$ cat config.mk
export PLATFORM = sky130hd
export DESIGN_NAME = regfile_mp
export DESIGN_NICKNAME = d
export VERILOG_FILES = /design/src/rtl/regfile_mp.sv
export SDC_FILE = /design/constraint.sdc
export NUM_CORES = 2
export LEC_CHECK = 0
export BUFFER_PORTS_ARGS = -buffer_cell sky130_fd_sc_hd__buf_4
export CORE_ASPECT_RATIO = 1.2
export CORE_UTILIZATION = 45
export DETAILED_ROUTE_END_ITERATION = 10
export PLACE_DENSITY_LB_ADDON = 0.05
export SYNTH_ARGS = -nofsm -noshare
export SYNTH_HDL_FRONTEND = slang
export SYNTH_SLANG_ARGS = --single-unit
$ cat constraint.sdc
create_clock -name clk -period 4.4 [get_ports clk]
set_input_delay 0.66 -clock clk [delete_from_list [all_inputs] [get_ports clk]]
set_output_delay 0.66 -clock clk [all_outputs]
set_load 0.03 [all_outputs]
$ cat src/rtl/regfile_mp.sv
// rtl/regfile_mp.sv - multi-port register file with dual write, optional bypass and busy scoreboard
// Register 0 reads zero; write port 1 beats port 0 on the same address.
module regfile_mp #(
   parameter int XLEN   = 32,
   parameter int NREGS  = 32,
   parameter int AW     = $clog2(NREGS),
   parameter int NRD    = 2,
   parameter int BYPASS = 1
) (
   input  logic                clk,
   input  logic                rst,
   input  logic                we0,
   input  logic [AW-1:0]       wa0,
   input  logic [XLEN-1:0]     wd0,
   input  logic                we1,
   input  logic [AW-1:0]       wa1,
   input  logic [XLEN-1:0]     wd1,
   input  logic [NRD*AW-1:0]   ra,
   output logic [NRD*XLEN-1:0] rdata,
   input  logic                alloc_en,
   input  logic [AW-1:0]       alloc_addr,
   output logic [NREGS-1:0]    busy,
   output logic [NRD-1:0]      rd_busy
);

   logic [XLEN-1:0]  r_regs [NREGS];
   logic [NREGS-1:0] r_busy;
   logic [NREGS-1:0] w_set;
   logic [NREGS-1:0] w_clr;

   // Bit 0 of set/clear stays zero so busy[0] can never rise.
   always_comb begin
      w_set = '0;
      w_clr = '0;
      for (int r = 1; r < NREGS; r++) begin
         w_set[r] = alloc_en && (alloc_addr == AW'(r));
         w_clr[r] = (we0 && (wa0 == AW'(r))) || (we1 && (wa1 == AW'(r)));
      end
   end

   always_ff @(posedge clk) begin
      if (!rst) begin
         for (int r = 0; r < NREGS; r++) begin
            r_regs[r] <= '0;
         end
         r_busy <= '0;
      end else begin
         if (we0 && (wa0 != '0)) r_regs[wa0] <= wd0;
         if (we1 && (wa1 != '0)) r_regs[wa1] <= wd1;
         r_busy <= (r_busy & ~w_clr) | w_set;
      end
   end

   assign busy = r_busy;

   for (genvar i = 0; i < NRD; i++) begin : g_rd
      logic [AW-1:0]   w_ra;
      logic [XLEN-1:0] w_rd;

      assign w_ra = ra[i*AW +: AW];

      always_comb begin
         w_rd = r_regs[w_ra];
         if (BYPASS != 0) begin
            if (we0 && (wa0 == w_ra)) w_rd = wd0;
            if (we1 && (wa1 == w_ra)) w_rd = wd1;
         end
         if (w_ra == '0) w_rd = '0;
      end

      assign rdata[i*XLEN +: XLEN] = w_rd;
      // A writeback landing this cycle already satisfies the reader when bypassing.
      assign rd_busy[i] = r_busy[w_ra] && !((BYPASS != 0) && w_clr[w_ra]);
   end

endmodule

==> summary.txt <==
Status - finished, final reports clean
Crit path from - ra[1]
FF-to-FF Start - busy[31]
WHS - 0.3434 ns
Slew Viols, Final - 0
Nets - 4,081
Row cnt - 148
RePlAce Congestion - 0.9098
Worst setup path category - primary input to primary output
Critical path startpoint category - primary input
Mean routed wirelength per cell - 48.07 um
Initial antenna violation count - 7
Post-route ant nets - 0
Main synth FF type - edfxtp_1
CTS Sinks - 1,055
Adder-cell area share of the yosys netlist - 0%
Peak fanout along the critical path - 25
Port Buf Inserts - 190
Core Area - 136,100 sq um
Die Area - 139,200 sq um
Most frequent cells in the layout - 1,024 x edfxtp_1, 994 x a22o_1, 640 x mux4_2
Clock Skew - 0 ns
Main area contributors after synthesis - edfxtp_1 50%, mux4_2 23%, a22o_1 14%, clkbuf_1 2.7%, dfxtp_1 1.0%
Post-CTS setup buffer count - 0
Synth Area in Simple Gates - 2.520%
CTS tree - done
Leak - 23.26 nW
Vias in the first global route - 46,374
DR iter-0 viols - 7,032
Largest family of logic cells by synthesized area - multiplexers
Crit path cell chain - buf_8 -> xor2_1 -> nor4_1 -> nand3_1 -> o31ai_1 -> o21ai_0 -> a211oi_1 -> buf_4
Worst-Margin Slew - 1.359 ns
Warnings from Yosys - 0
Clk buf depth - 3
Post-DR vias/cell - 7.950
MaxCap Viol Count - 0
Starting Density - 45.54%
First drt pass iteration count - 5
Slew margin rel. - 9.174%
Total Wirelength - 283.2 mm
CTS Buf Count - 114
Yosys reg bits - 1,055
Final hold vios - 0
Critical Path AT - 3.53 ns
Skew-Pair Late Insertion Delay - 0.72 ns
Area delta synth->final - 12.92%
Leading area contributor after synthesis - edfxtp_1
Vias - 46,843
Synthesized area per cell - 15.23 sq um
Pwr dens - 374.7 nW/um^2
First-pass GRT wire length - 384.1 mm
Synth cell types - 68
RSZ-0062 raised after global routing - no
Yosys top cell area share - 49.62%
Layout cells sized above 1 - 33.46%
Root Buffer - clkbuf_16
EDFF count, synth - 1,024
Ports - 192
Post-Synthesis Cells - 4,069
Final setup viols - 0
Asr flop ratio synth - 0%
Final critical-path share of the clock period - 95.18%
H-tree depth - 3
Remaining Overflow, GRT - 0
Sequential share of the synthesized area - 50.62%
Multiplexer area fraction after synthesis - 24.93%
Detailed placement HPWL - 166.0 mm
Peak supply drop - 0.3456 mV
Slowest cell on crit path - a211oi_1
Aggregate global-route resource usage - 40.35%
Fmax - 238.8 MHz
Required @ worst endpoint - 3.74 ns
Compound-gate portion of the synthesized area - 17.03%
Worst stage delay on the critical path - 0.94 ns
Cell Area, Synth - 61,980 sq um
Clock-pin slew on the worst setup and hold paths - 0.06 ns
Synth Area in XOR/XNOR - 0.3109%
Largest net degree at the start of global routing - 80
Reg-to-reg slack, setup - 3.58 ns
HP Start - alloc_addr[3]
Hold_buf cts - 0
Commonest non-fill, non-tap cell in the layout - edfxtp_1
Resize count post-CTS - 0
Minimum clock period - 4.188 ns
Die Y-Extent - 408.5 um
Fin Setup TNS - 0 ns
Die Width - 340.8 um
Crit end category - primary output
DRC viols - 0
Type of the tightest min-delay check - primary input to flip-flop
-- state kept, by name, summed over array words and instances, names as in the netlist --
name	count
r_regs	1024
busy	31
-- per-layer routing --
metal | up-vias | wire, um | global-route usage, %
met3 | 1113 | 32800 | 10.81
met1 | 24474 | 95910 | 48.50
met5 | - | 46 | 0.2431
met2 | 4053 | 129200 | 61.64
li1 | 17197 | - | -
met4 | 6 | 25290 | 31.51
-- cells by family (layout without fill, tap and decap cells) --
kind of cell           after synthesis  count (layout)
AO/OA/AOI/OAI                     1273            1273
buffers and inverters              691             673
other                                1              42
flip-flops                        1055            1055
AND/OR/NAND/NOR                    288             288
XOR/XNOR                            22              22
multiplexers                       739             739
-- power breakdown --
part | switching (mW) | internal (mW)
sequential | 0.296 | 11.6
clock | 4.28 | 5.91
combinational | 2.46 | 1.65
-- worst paths after layout --
check / end / depth (start not counted)
max: rdata[11] / 8
max reg2reg: busy[31] / 3
min reg2reg: busy[27] / 2
min: busy[1] / 4
-- cell usage after synthesis (5+ instances only) --
master	count
clkbuf_2	17
a211oi_1	11
nand4b_1	5
a21oi_1	8
o2111ai_1	6
nand3b_1	15
nor2b_1	20
buf_4	10
o21ai_0	94
nand2_1	50
nor3_1	20
nand3_1	22
xor2_1	10
buf_1	75
clkbuf_1	441
buf_2	122
edfxtp_1	1024
o211ai_1	17
o22ai_1	32
nand2b_1	14
nand4_1	10
a22o_1	994
or3_1	8
mux4_2	640
a22oi_1	76
nor2_1	81
inv_1	19
dfxtp_1	31
mux2i_1	61
a2111oi_0	6
buf_6	5
o31ai_1	6
mux2_2	38
xnor2_1	12
and2_1	5
-- stage by stage --
| stage | std cells | cell area [sq um] | worst slack (ns) | util [%] | power [mW] |
|---|---|---|---|---|---|
| 3_5_place_dp | 5671 | 66100 | 0.3414 | 48.57 | 16.14 |
| 4_1_cts | 5883 | 69960 | 0.3348 | 51.40 | 26.17 |
| 5_1_grt | 5884 | 69960 | 0.3000 | 51.40 | 26.74 |
| 2_1_floorplan | 4101 | 62100 | 0.7570 | - | 14.53 |
| 3_3_place_gp | 5671 | 66100 | 0.04967 | 48.57 | 16.05 |
| 6_report | 5892 | 69980 | 0.2122 | 51.42 | 26.22 |
-- worst max-delay path: cells and delay by family --
| family | cells | cell delay, ns |
|---|---|---|
| xor gates and xnor gates | 1 | 0.15 |
| AOI/OAI and AO/OA | 3 | 1.29 |
| and+or+nand+nor | 2 | 0.83 |
| buffers and inverters | 2 | 0.57 |
-- layout make-up --
type / count / area [sq um]
diodes: 9 / 22.52
clock buffers: 147 / 3124
clock inverters: 65 / 738.2
fillers: 11191 / 66120
inverters: 21 / 86.33
multi-input cells: 2355 / 28390
flip-flops and latches: 1055 / 31370
well taps: 1800 / 2252
repair buffers: 440 / 4000
(Power assumes the default switching activity.)
